**src/rtl/mac_tile_scheduler_if.sv**
```systemverilog
// Handshake bundle between the tile scheduler, its job source,
// the MAC controller and the result consumer.
interface mac_tile_scheduler_if #(
  parameter int TILE_SIZE = 4,
  parameter int ACC_WIDTH = 32,
  parameter int TCNT_W    = 7
);
  localparam int VW = TILE_SIZE * ACC_WIDTH;

  logic              cmd_valid;
  logic              cmd_ready;
  logic [TCNT_W-1:0] cmd_ntile;
  logic              mac_start_valid;
  logic              mac_start_ready;
  logic              mac_done_valid;
  logic              mac_done_ready;
  logic [VW-1:0]     mac_result;
  logic              res_valid;
  logic              res_ready;
  logic [VW-1:0]     res_data;
  logic [TCNT_W-1:0] res_idx;
  logic              res_last;
  logic              busy;
  logic              done_pulse;
  logic              err_timeout;
  logic [31:0]       job_cycles;

  modport master (
    output cmd_valid, cmd_ntile, mac_start_ready,
    output mac_done_valid, mac_result, res_ready,
    input  cmd_ready, mac_start_valid, mac_done_ready,
    input  res_valid, res_data, res_idx, res_last,
    input  busy, done_pulse, err_timeout, job_cycles
  );

  modport slave (
    input  cmd_valid, cmd_ntile, mac_start_ready,
    input  mac_done_valid, mac_result, res_ready,
    output cmd_ready, mac_start_valid, mac_done_ready,
    output res_valid, res_data, res_idx, res_last,
    output busy, done_pulse, err_timeout, job_cycles
  );
endinterface

```
**src/rtl/mac_tile_scheduler.sv**
```systemverilog
// Job sequencer for the MAC controller: issues N tile passes,
// holds each reduced vector and streams it out in tile order.
module mac_tile_scheduler #(
  parameter int TILE_SIZE   = 4,
  parameter int ACC_WIDTH   = 32,
  parameter int N_TILE_MAX  = 64,
  parameter int TCNT_W      = 7,
  parameter int TIMEOUT_CYC = 1024
) (
  input logic clk,
  input logic rst,
  mac_tile_scheduler_if.slave bus
);
  localparam int VW   = TILE_SIZE * ACC_WIDTH;
  localparam int TO_W = $clog2(TIMEOUT_CYC);

  typedef enum logic [1:0] {
    IDLE, ISSUE, WAIT_RES, FLUSH
  } state_t;

  state_t            state;
  state_t            state_nx;
  logic [TCNT_W-1:0] ntile;
  logic [TCNT_W-1:0] tile_idx;
  logic [TCNT_W-1:0] ntile_in;
  logic [TO_W-1:0]   tcnt;
  logic              hold_valid;
  logic [VW-1:0]     hold_data;
  logic [TCNT_W-1:0] hold_idx;
  logic              hold_last;
  logic              zero_pend;
  logic              err;
  logic [31:0]       cyc;
  logic              cmd_hs;
  logic              start_hs;
  logic              done_hs;
  logic              res_hs;
  logic              is_last;
  logic              tmo;

  assign ntile_in = (bus.cmd_ntile > TCNT_W'(N_TILE_MAX))
                  ? TCNT_W'(N_TILE_MAX) : bus.cmd_ntile;
  assign cmd_hs   = bus.cmd_valid && (state == IDLE);
  assign start_hs = bus.mac_start_valid && bus.mac_start_ready;
  assign done_hs  = (state == WAIT_RES) && bus.mac_done_valid
                  && bus.mac_done_ready;
  assign res_hs   = hold_valid && bus.res_ready;
  assign is_last  = (tile_idx == ntile - TCNT_W'(1));
  // A done handshake in the final timeout cycle wins over the error.
  assign tmo      = (state == WAIT_RES) && !done_hs
                  && (tcnt == TO_W'(TIMEOUT_CYC - 1));

  // State register.
  always_ff @(posedge clk or posedge rst) begin
    if (rst) state <= IDLE;
    else     state <= state_nx;
  end

  // Next-state decode.
  always_comb begin
    state_nx = state;
    unique case (state)
      IDLE:     if (cmd_hs && ntile_in != '0) state_nx = ISSUE;
      ISSUE:    if (start_hs) state_nx = WAIT_RES;
      WAIT_RES: begin
        if (done_hs)  state_nx = is_last ? FLUSH : ISSUE;
        else if (tmo) state_nx = FLUSH;
      end
      FLUSH:    if (!hold_valid) state_nx = IDLE;
      default:  state_nx = IDLE;
    endcase
  end

  // Output decode; the MAC gates start-ready with done-ready,
  // so done-ready must be up while a pass is being issued.
  always_comb begin
    bus.cmd_ready       = 1'b0;
    bus.mac_start_valid = 1'b0;
    bus.mac_done_ready  = 1'b0;
    bus.busy            = (state != IDLE);
    bus.done_pulse      = zero_pend;
    unique case (state)
      IDLE:     bus.cmd_ready = 1'b1;
      ISSUE: begin
        bus.mac_start_valid = 1'b1;
        bus.mac_done_ready  = 1'b1;
      end
      WAIT_RES: bus.mac_done_ready = !hold_valid || bus.res_ready;
      FLUSH:    bus.done_pulse = !hold_valid;
      default: ;
    endcase
  end

  assign bus.res_valid   = hold_valid;
  assign bus.res_data    = hold_data;
  assign bus.res_idx     = hold_idx;
  assign bus.res_last    = hold_last;
  assign bus.err_timeout = err;
  assign bus.job_cycles  = cyc;

  // Job bookkeeping: pass count, tile index, error and cycle count.
  always_ff @(posedge clk or posedge rst) begin
    if (rst) begin
      ntile     <= '0;
      tile_idx  <= '0;
      zero_pend <= 1'b0;
      err       <= 1'b0;
      cyc       <= '0;
    end else begin
      zero_pend <= cmd_hs && (ntile_in == '0);
      if (cmd_hs) begin
        ntile    <= ntile_in;
        tile_idx <= '0;
        err      <= 1'b0;
        cyc      <= '0;
      end else begin
        if (done_hs && !is_last) tile_idx <= tile_idx + TCNT_W'(1);
        if (tmo) err <= 1'b1;
        if (bus.busy && cyc != 32'hFFFF_FFFF) cyc <= cyc + 32'd1;
      end
    end
  end

  // Per-pass timeout counter; stops before wrapping.
  always_ff @(posedge clk or posedge rst) begin
    if (rst) tcnt <= '0;
    else if (start_hs) tcnt <= '0;
    else if ((state == WAIT_RES) && !done_hs && !tmo)
      tcnt <= tcnt + TO_W'(1);
  end

  // Hold register; a reload wins over a same-cycle drain.
  always_ff @(posedge clk or posedge rst) begin
    if (rst) begin
      hold_valid <= 1'b0;
      hold_data  <= '0;
      hold_idx   <= '0;
      hold_last  <= 1'b0;
    end else if (done_hs) begin
      hold_valid <= 1'b1;
      hold_data  <= bus.mac_result;
      hold_idx   <= tile_idx;
      hold_last  <= is_last;
    end else if (res_hs) begin
      hold_valid <= 1'b0;
    end
  end
endmodule

```
**src/flat_wrapper.sv**
```systemverilog
// flat-port wrapper written by rule: the top's interface ports become plain ports
module mac_tile_scheduler_flat 
#(
  parameter int TILE_SIZE   = 4,
  parameter int ACC_WIDTH   = 32,
  parameter int N_TILE_MAX  = 64,
  parameter int TCNT_W      = 7,
  parameter int TIMEOUT_CYC = 1024
)
  (clk, rst, bus_cmd_valid, bus_cmd_ntile, bus_mac_start_ready, bus_mac_done_valid, bus_mac_result, bus_res_ready, bus_cmd_ready, bus_mac_start_valid, bus_mac_done_ready, bus_res_valid, bus_res_data, bus_res_idx, bus_res_last, bus_busy, bus_done_pulse, bus_err_timeout, bus_job_cycles);
  mac_tile_scheduler_if #(.TILE_SIZE(TILE_SIZE), .ACC_WIDTH(ACC_WIDTH), .TCNT_W(TCNT_W)) bus_i ();
  input logic clk;
  input logic rst;
  input wire logic [$bits(bus_i.cmd_valid)-1:0] bus_cmd_valid;
  input wire logic [$bits(bus_i.cmd_ntile)-1:0] bus_cmd_ntile;
  input wire logic [$bits(bus_i.mac_start_ready)-1:0] bus_mac_start_ready;
  input wire logic [$bits(bus_i.mac_done_valid)-1:0] bus_mac_done_valid;
  input wire logic [$bits(bus_i.mac_result)-1:0] bus_mac_result;
  input wire logic [$bits(bus_i.res_ready)-1:0] bus_res_ready;
  output wire logic [$bits(bus_i.cmd_ready)-1:0] bus_cmd_ready;
  output wire logic [$bits(bus_i.mac_start_valid)-1:0] bus_mac_start_valid;
  output wire logic [$bits(bus_i.mac_done_ready)-1:0] bus_mac_done_ready;
  output wire logic [$bits(bus_i.res_valid)-1:0] bus_res_valid;
  output wire logic [$bits(bus_i.res_data)-1:0] bus_res_data;
  output wire logic [$bits(bus_i.res_idx)-1:0] bus_res_idx;
  output wire logic [$bits(bus_i.res_last)-1:0] bus_res_last;
  output wire logic [$bits(bus_i.busy)-1:0] bus_busy;
  output wire logic [$bits(bus_i.done_pulse)-1:0] bus_done_pulse;
  output wire logic [$bits(bus_i.err_timeout)-1:0] bus_err_timeout;
  output wire logic [$bits(bus_i.job_cycles)-1:0] bus_job_cycles;
  assign bus_i.cmd_valid = bus_cmd_valid;
  assign bus_i.cmd_ntile = bus_cmd_ntile;
  assign bus_i.mac_start_ready = bus_mac_start_ready;
  assign bus_i.mac_done_valid = bus_mac_done_valid;
  assign bus_i.mac_result = bus_mac_result;
  assign bus_i.res_ready = bus_res_ready;
  assign bus_cmd_ready = bus_i.cmd_ready;
  assign bus_mac_start_valid = bus_i.mac_start_valid;
  assign bus_mac_done_ready = bus_i.mac_done_ready;
  assign bus_res_valid = bus_i.res_valid;
  assign bus_res_data = bus_i.res_data;
  assign bus_res_idx = bus_i.res_idx;
  assign bus_res_last = bus_i.res_last;
  assign bus_busy = bus_i.busy;
  assign bus_done_pulse = bus_i.done_pulse;
  assign bus_err_timeout = bus_i.err_timeout;
  assign bus_job_cycles = bus_i.job_cycles;
  mac_tile_scheduler #(.TILE_SIZE(TILE_SIZE), .ACC_WIDTH(ACC_WIDTH), .N_TILE_MAX(N_TILE_MAX), .TCNT_W(TCNT_W), .TIMEOUT_CYC(TIMEOUT_CYC)) u_core (.clk(clk), .rst(rst), .bus(bus_i));
endmodule
```
**config.mk**
```make
export PLATFORM = sky130hd
export DESIGN_NAME = mac_tile_scheduler_flat
export DESIGN_NICKNAME = d
export VERILOG_FILES = /design/src/rtl/mac_tile_scheduler_if.sv /design/src/rtl/mac_tile_scheduler.sv /design/src/flat_wrapper.sv
export SDC_FILE = /design/constraint.sdc
export NUM_CORES = 1
export LEC_CHECK = 0
export ABC_AREA = 1
export CAP_MARGIN = 5
export CORE_AREA = 2 2 118 166
export CTS_BUF_LIST = sky130_fd_sc_hd__clkbuf_4 sky130_fd_sc_hd__clkbuf_8 sky130_fd_sc_hd__clkbuf_16
export DETAILED_ROUTE_END_ITERATION = 10
export DIE_AREA = 0 0 120 168
export PLACE_DENSITY = 0.89
export SLEW_MARGIN = 20
export SYNTH_ARGS = -nofsm -noshare
export SYNTH_HDL_FRONTEND = slang
export SYNTH_SLANG_ARGS = --single-unit
```
**constraint.sdc**
```tcl
create_clock -name clk -period 11.7 [get_ports clk]
set_input_delay 1.755 -clock clk [delete_from_list [all_inputs] [get_ports clk]]
set_output_delay 1.755 -clock clk [all_outputs]
set_load 0.05 [all_outputs]
```
---- Word-level counts from Yosys, hierarchy flattened ----
Cells that the tools add are included.
cells by class
  $add $sub $neg .......................... 4
  $lt $le $gt $ge ......................... 1
  equality and inequality tests ........... 10
  muxes and demuxes ....................... 22
  reduce and logical (&&, ||, !) cells .... 27
operator list
  cell                                                   count
  two-way mux 32 bit                                     2
  adder 32 x 1 -> 32 bit (second input constant)         1
  != test 32 bit (second input constant)                 1
  two-way mux 7 bit                                      3
  two-way mux 10 bit                                     2
  logical AND 1 bit                                      12
  two-way mux 2 bit                                      6
  nonzero test 2 bit                                     6
  adder 10 x 1 -> 10 bit (second input constant)         1
  equality test 10 bit (second input constant)           1
  one-hot mux 2 bit (4 select lines)                     1
  adder 7 x 1 -> 7 bit (second input constant)           1
  equality test 7 bit                                    1
  greater-than comparator 7 bit (second input constant)  1
  logical NOT 7 bit                                      1
  two-way mux 1 bit                                      7
  nonzero test 7 bit                                     1
  subtractor 7 x 1 -> 7 bit (second input constant)      1
  equality test 2 bit (second input constant)            2
  logical NOT 1 bit                                      4
  != test 2 bit (second input constant)                  2
  AND reduction 4 bit                                    1
  != test 3 x 1 -> 1 bit (second input constant)         1
  equality test 2 x 1 -> 1 bit (second input constant)   1
  4 further kinds                                        4
storage, ports and cells
  bits in registers ....................... 197
  input bits .............................. 141
  output and inout bits ................... 175

---- Longest topological paths before layout ----
Gate-level depths: netlist of run 1.
  depth after elaboration ................. 11
  depth in mapped cells ................... 15
  depth with buffers taken out ............ 14

---- Worst setup path before layout of run 1 ----
No wires, ideal clock.
  path type ............................... input port to output port
  from .................................... in bus_res_ready
  to ...................................... out bus_mac_done_ready
  data arrival time ....................... 2261 ps
  data required time ...................... 9945 ps
  path slack .............................. 7684 ps
  stages on the path ...................... 4
  path buffers ............................ 0
  path through ............................ o21ai_0 -> nand2_1 -> nand2_1 -> inv_1
between the ends
  word-level cells in the longest chain between the ends .. 2
ends and longest elaborated chain
  what                                RTL line                  source
  from (decl)                         flat_wrapper.sv:19        input wire logic [$bits(bus_i.res_ready)-1:0] bus_res_ready;
  logical OR 1 bit                    mac_tile_scheduler.sv:88  WAIT_RES: bus.mac_done_ready = !hold_valid || bus.res_ready;
  one-hot mux 1 bit (2 select lines)  mac_tile_scheduler.sv:82  unique case (state)
  to (decl)                           flat_wrapper.sv:22        output wire logic [$bits(bus_i.mac_done_ready)-1:0] bus_mac_done_ready;
No other way between the ends.

---- Worst setup path after layout of run 1 ----
Ends and elaborated chain as after synthesis.

==> reports/metrics.yaml, run 1 <==
status:
  status: "finished, final reports clean"
power_and_ir_drop:
  internal_power_mw: 1.94
  finalPower_mw: 3.91
  seqPwrFrac_pct: 29.3
  switching_share_pct: 50.2
  power_frac_comb_pct: 55.7
  p_leak_nw: 6.18
  p_clk_share_pct: 15.0
  switchingPower_mw: 1.96
  p_per_area_nw_per_um2: 303
  peakVddDrop_v: 0.000189
route:
  drt-initial-drc-count: 445
  wire_per_inst_um: 15.7
  vias_per_cell: 5.02
  postRouteAntennaNets: 0
  drt-total-wl_mm: 26.5
  drc: 0
  via_count: 8459
  firstDrtPassIters: 5
finish:
  mostFrequentLayoutCell: "nand2_1"
  fin_util_pct: 68.5
  area_growth_pct: 43.1
  mostFrequentLayoutCells: "546 x nand2_1, 315 x clkdlybuf4s50_1, 197 x dfrtp_1"
  final_layout_size_suffix_gt1_share_pct: 4.94
  layout.nets: 1574
timing:
  final.setup.tns_ns: 0
  hold_viol_final: 0
  worstMarginPinSlew_ns: 0.975
  fmax_mhz: 195
  rsz0062_at_grt: "no"
  maxSlewHeadroom_pct: 35.0
  period_minus_slack_ns: 5.12
  finClkSkew_ns: 0.0112
  report.final.slew_viol_count: 0
  report.final.setup_viol: 0
  finalCritPeriodShare_pct: 43.8
clocking:
  cts_resized: 0
  clk_latency_ns: 0.43
  postCtsSetupRepairBufs: 0
  root_buffer: "clkbuf_16"
  cts_max_level: 4
  clock-sinks: 197
  postCtsHoldBufs: 0
  cts_buffer_depth: 2
  cts_buffers: 17
  cts_tree: "yes"
  clk_pin_slew_ns: 0.07
global_route:
  grt_overflow_total: 0
  grt_use_total_pct: 26.3
  antenna_found_initial: 1
  grt_max_degree: 118
  grt_use_met1_pct: 30.0
  grt_pass1_wl_mm: 42.2
  grt.busiest_layer: "met2"
  met2_usage_pct: 46.9
  grt_pass1_vias: 8423
  grtUsageMet3_pct: 5.52
worst_hold_path:
  hold_class: "flip-flop to flip-flop"
  hp-start: "u_core.bus.res_data[96]"
worst_setup_path:
  r2r_slack_ns: 8.23
  endpoint: "bus_mac_done_ready"
  endpoint_kind: "output pin"
  cp.required_ns: 9.95
  reg2reg_to: "u_core.bus.res_data[100]"
  critPathLaunch: "bus_res_ready"
  rr_worst_depth: 9
  start_kind: "input port"
  path_max_fanout: 2
  path_class: "input port to output pin"
  reg2reg_from: "u_core.state[0]"
  cp.arrival_ns: 3.37
logic_synthesis:
  async_reset_ff_share_pct: 100
  yosys_warnings: 0
  synth_edf_count: 0
  ys_seq_elements: 197
  synthFlopType: "dfrtp_1"
  synth_cells: 1127
  syn-num-nets: 1277
  synth.distinct_cells: 37
  syn_area_per_cell_um2: 8.00
  synth_area_um2: 9010
  yosysSeqAreaShare_pct: 54.7
place:
  hpwl_mm: 19.1
  gp_congestion: 0.927
  portBuffers: 315
floorplanning:
  fp.dieW_um: 120
  dieArea_um2: 20200
  start_util_pct: 47.8
  die_h_um: 168
  core_area_um2: 18800
  rows: 60
  io_pins: 316
flow_run:
  cap_violations: 0
[worst min-delay path by stage]
stage,cells past startpoint,end
finish,2,u_core.bus.res_data[96]
global route,2,u_core.bus.res_data[68]
CTS,2,u_core.bus.res_data[122]
detailed placement,2,u_core.bus.res_data[78]
global placement,2,u_core.bus.res_data[75]
floorplan,1,u_core.tcnt[3]
[power by group through the flow]
stage,clock [mW],sequential [mW],combinational [mW]
2_1_floorplan,0,2.01,0.557
5_1_grt,0.627,1.18,2.31
3_3_place_gp,0,1.13,2.14
4_1_cts,0.600,1.14,2.19
3_5_place_dp,0,1.15,2.18
6_report,0.586,1.14,2.18
[cells in the mapped netlist (3+ instances only)]
library cell / instances / area share (%)
o21ai_2: 5 / 0.49
nand4_1: 13 / 0.90
o21a_1: 3 / 0.25
buf_4: 5 / 0.42
o22ai_1: 4 / 0.28
nand2_1: 546 / 23
nor3_1: 21 / 1.2
inv_1: 82 / 3.4
nor2_2: 8 / 0.56
a21oi_1: 9 / 0.50
nand2_2: 5 / 0.35
buf_1: 6 / 0.25
nor2_1: 63 / 2.6
o22ai_2: 4 / 0.56
ha_1: 9 / 1.2
buf_2: 20 / 1.1
inv_2: 3 / 0.12
o21ai_1: 9 / 0.50
dfrtp_1: 197 / 55
xor2_1: 15 / 1.5
clkbuf_1: 7 / 0.29
buf_6: 3 / 0.37
nand3_1: 44 / 2.4
o21ai_0: 29 / 1.6
[logic make-up (layout without fill, tap and decap cells)]
logic type	after synthesis	count (layout)	share of synthesized area, %
flip-flops	197	197	54.7
XOR/XNOR	16	16	1.55
AO/OA/AOI/OAI	67	67	4.51
buffers and inverters	126	435	5.98
AND/OR/NAND/NOR	712	712	32.0
adder cells (fa/ha/maj)	9	9	1.25
other	0	1	0
[through the flow]
stage               hold slack [ns]  setup slack (ns)  cell area (µm²)  instances
finish                        0.481              6.58            12900       1685
global route                  0.500              6.51            12900       1685
CTS                           0.484              6.57            12900       1684
detailed placement            0.464              6.57            12300       1653
global placement              0.461              6.58            12300       1653
floorplan                     0.477              4.58             9010       1127
[registers in the layout, indices dropped and copies added (netlist names)]
register,flops
u_core.zero_pend,1
u_core.bus.res_valid,1
u_core.tcnt,10
u_core.ntile,7
u_core.tile_idx,7
u_core.bus.res_last,1
u_core.bus.res_data,128
u_core.bus.job_cycles,32
u_core.bus.res_idx,7
u_core.state,2
u_core.bus.err_timeout,1
[worst max-delay path, cell delays in order]
cell and delay, ns:
clkdlybuf4s50_1 0.46, o21ai_0 0.08, nand2_1 0.15, nand2_1 0.06, inv_1 0.06, clkdlybuf4s50_1 0.79
[cell type report]
cell class	instances	area [µm²]
Clock inverter	14	163
Inverter	85	329
Tap cell	248	310
Antenna cell	1	2.50
Multi-Input combinational cell	804	3550
Fill cell	1522	5940
Sequential cell	197	4930
Timing Repair Buffer	319	3190
Clock buffer	17	425
[per-layer routing]
| layer | routed length, µm | vias up |
|---|---|---|
| met5 | 0 | - |
| met3 | 1650 | 72 |
| li1 | - | 4083 |
| met2 | 13700 | 304 |
| met1 | 10100 | 4000 |
| met4 | 1120 | 0 |
(Power assumes the default switching activity.)
==> inputs of run 2 (changes only) <==
CORE_AREA = 2 2 122 171   (was 2 2 118 166)
DIE_AREA = 0 0 124 173   (was 0 0 120 168)
PLACE_DENSITY = 0.84   (was 0.89)
clock period = 4.8 ns   (was 11.7 ns; I/O delays follow)
==> reports/metrics.yaml, run 2 (same netlist as run 1, synthesis figures left out) <==
status:
  status: "finished, final reports clean"  # unchanged
power_and_ir_drop:
  peakVddDrop_v: 0.000423  # was 0.000189 V
  p_clk_share_pct: 16.3  # was 15.0%
  internal_power_mw: 4.87  # was 1.94 mW
  switchingPower_mw: 4.75  # was 1.96 mW
  p_leak_nw: 6.23  # was 6.18 nW
  seqPwrFrac_pct: 28.8  # was 29.3%
  power_frac_comb_pct: 54.9  # was 55.7%
  switching_share_pct: 49.4  # was 50.2%
  p_per_area_nw_per_um2: 738  # was 303 nW/µm²
global_route:
  grt_pass1_wl_mm: 41.3  # was 42.2 mm
  grt_max_degree: 198  # was 118
  grt_overflow_total: 0  # unchanged
  grt_use_total_pct: 24.3  # was 26.3%
  antenna_found_initial: 2  # was 1
  grt_pass1_vias: 8139  # was 8,423
worst_setup_path:
  r2r_slack_ns: 2.19  # was 8.23 ns
  reg2reg_from: "u_core.state[0]"  # unchanged
  path_class: "flip-flop to output pin"  # was input port to output pin
  cp.required_ns: 4.08  # was 9.95 ns
  reg2reg_to: "u_core.tile_idx[3]"  # was u_core.bus.res_data[100]
  endpoint_kind: "output pin"  # unchanged
  start_kind: "flip-flop"  # was input port
  rr_worst_depth: 10  # was 9
  path_max_fanout: 8  # was 2
  cp.arrival_ns: 2.57  # was 3.37 ns
  critPathLaunch: "u_core.state[0]"  # was bus_res_ready
route:
  via_count: 8362  # was 8,459
  drt-initial-drc-count: 486  # was 445
  drt-total-wl_mm: 26.1  # was 26.5 mm
  firstDrtPassIters: 5  # unchanged
  wire_per_inst_um: 15.4  # was 15.7 µm
  drc: 0  # unchanged
  postRouteAntennaNets: 0  # unchanged
  vias_per_cell: 4.94  # was 5.02
timing:
  report.final.slew_viol_count: 0  # unchanged
  hold_viol_final: 0  # unchanged
  finalCritPeriodShare_pct: 68.5
  period_minus_slack_ns: 3.29
  worstMarginPinSlew_ns: 0.740  # was 0.975 ns
  maxSlewHeadroom_pct: 50.7  # was 35.0%
  final.setup.tns_ns: 0  # unchanged
  finClkSkew_ns: 0.0126  # was 0.0112 ns
  holdWs_ns: 0.476  # was 0.481 ns
  fmax_mhz: 304
  report.final.setup_viol: 0  # unchanged
  setup_ws_ns: 1.51  # was 6.58 ns
  rsz0062_at_grt: "no"  # unchanged
clocking:
  root_buffer: "clkbuf_16"  # unchanged
  cts_max_level: 4  # unchanged
  postCtsSetupRepairBufs: 0  # unchanged
  postCtsHoldBufs: 0  # unchanged
  cts_buffer_depth: 2  # unchanged
  clk_pin_slew_ns: 0.08  # was 0.07 ns
  clock-sinks: 197  # unchanged
  cts_tree: "yes"  # unchanged
  cts_buffers: 17  # unchanged
  cts_resized: 0  # unchanged
  clk_latency_ns: 0.43  # about the same
place:
  portBuffers: 315  # unchanged
  gp_congestion: 0.926  # was 0.927
  hpwl_mm: 18.7  # was 19.1 mm
  dp_slack_ns: 1.74  # was 6.57 ns
  post-place-cells: 1658  # was 1,653
finish:
  mostFrequentLayoutCell: "nand2_1"  # unchanged
  instances_no_fill: 1693  # was 1,685
  mostFrequentLayoutCells: "546 x nand2_1, 315 x clkdlybuf4s50_1, 197 x dfrtp_1"  # unchanged
  largest_reg_flops: 128  # unchanged
  area_growth_pct: 44.5  # was 43.1%
  nFillCells: 1601  # was 1,522
  final_layout_size_suffix_gt1_share_pct: 5.14  # was 4.94%
  fin_util_pct: 65.7  # was 68.5%
  layout.nets: 1576  # was 1,574
worst_hold_path:
  holdPathEnd: "u_core.bus.res_data[122]"  # was u_core.bus.res_data[96]
  hold_class: "flip-flop to flip-flop"  # unchanged
  whs_path_depth: 2  # unchanged
  hp-start: "u_core.bus.res_data[122]"  # was u_core.bus.res_data[96]
floorplanning:
  dieArea_um2: 21500  # was 20,200 µm²
  fp.dieW_um: 124  # was 120 µm
  start_util_pct: 45.4  # was 47.8%
  io_pins: 316  # unchanged
  die_h_um: 173  # was 168 µm
  core_area_um2: 19800  # was 18,800 µm²
  rows: 61  # was 60
flow_run:
  cap_violations: 0  # unchanged
-- run 2: cell count changes in the layout (fill, tap and decap cells not counted), moves of 2 or more --
| cell | before | now |
|---|---|---|
| buf_12 | 0 | 2 |
| bufinv_16 | 1 | 3 |
| clkinv_4 | 3 | 1 |
| inv_6 | 4 | 1 |
| clkinvlp_4 | 0 | 3 |
-- run 2: area by class of cell --
type | count | area, µm² | share of cell area, %
sequential | 197 | 4930 | 37.8
multi-input combinational | 804 | 3550 | 27.3
timing repair buffer | 321 | 3240 | 24.9
clock buffer | 18 | 439 | 3.37
inverter | 85 | 325 | 2.50
tap | 252 | 315 | 2.42
clock inverter | 14 | 216 | 1.66
antenna | 2 | 5.00 | 0.0384
-- run 2: worst max-delay path: stages (launching register included) --
cell	delay (ns)
dfrtp_1	0.43
inv_1	0.14
ha_1	0.35
o21ai_0	0.16
nand2_1	0.14
nand2_1	0.07
inv_1	0.05
clkdlybuf4s50_1	0.79
-- run 2: worst max-delay path by stage --
| stage | end | cells after the start |
|---|---|---|
| finish | bus_mac_done_ready | 7 |
| floorplan | u_core.bus.err_timeout | 1 |
| detailed placement | bus_mac_done_ready | 6 |
| CTS | bus_mac_done_ready | 7 |
| global route | bus_mac_done_ready | 7 |
| global placement | bus_mac_done_ready | 6 |
-- run 2: metal layers --
layer / track usage (%) / routed length [µm] / part of all wire, %
met1: 28.5 / 10100 / 39
met2: 41.9 / 13300 / 51
met3: 5.31 / 1720 / 6.6
met4: 10.9 / 956 / 3.7
met5: 0 / 0 / 0
-- run 2: metrics by stage --
stage / cell area (µm²) / total power [mW]
6_report: 13000 / 9.62
5_1_grt: 13000 / 10.1
4_1_cts: 13000 / 9.69
3_5_place_dp: 12300 / 8.09
3_3_place_gp: 12300 / 7.98
2_1_floorplan: 9020 / 6.26
-- run 2: power by group through the flow --
stage	Clock [mW]	Combinational, mW	Sequential, mW
after global routing	1.66	5.61	2.85
after detailed placement	0	5.30	2.79
after floorplan	0	1.36	4.90
final	1.57	5.28	2.77
after CTS	1.60	5.32	2.77
after global placement	0	5.22	2.76
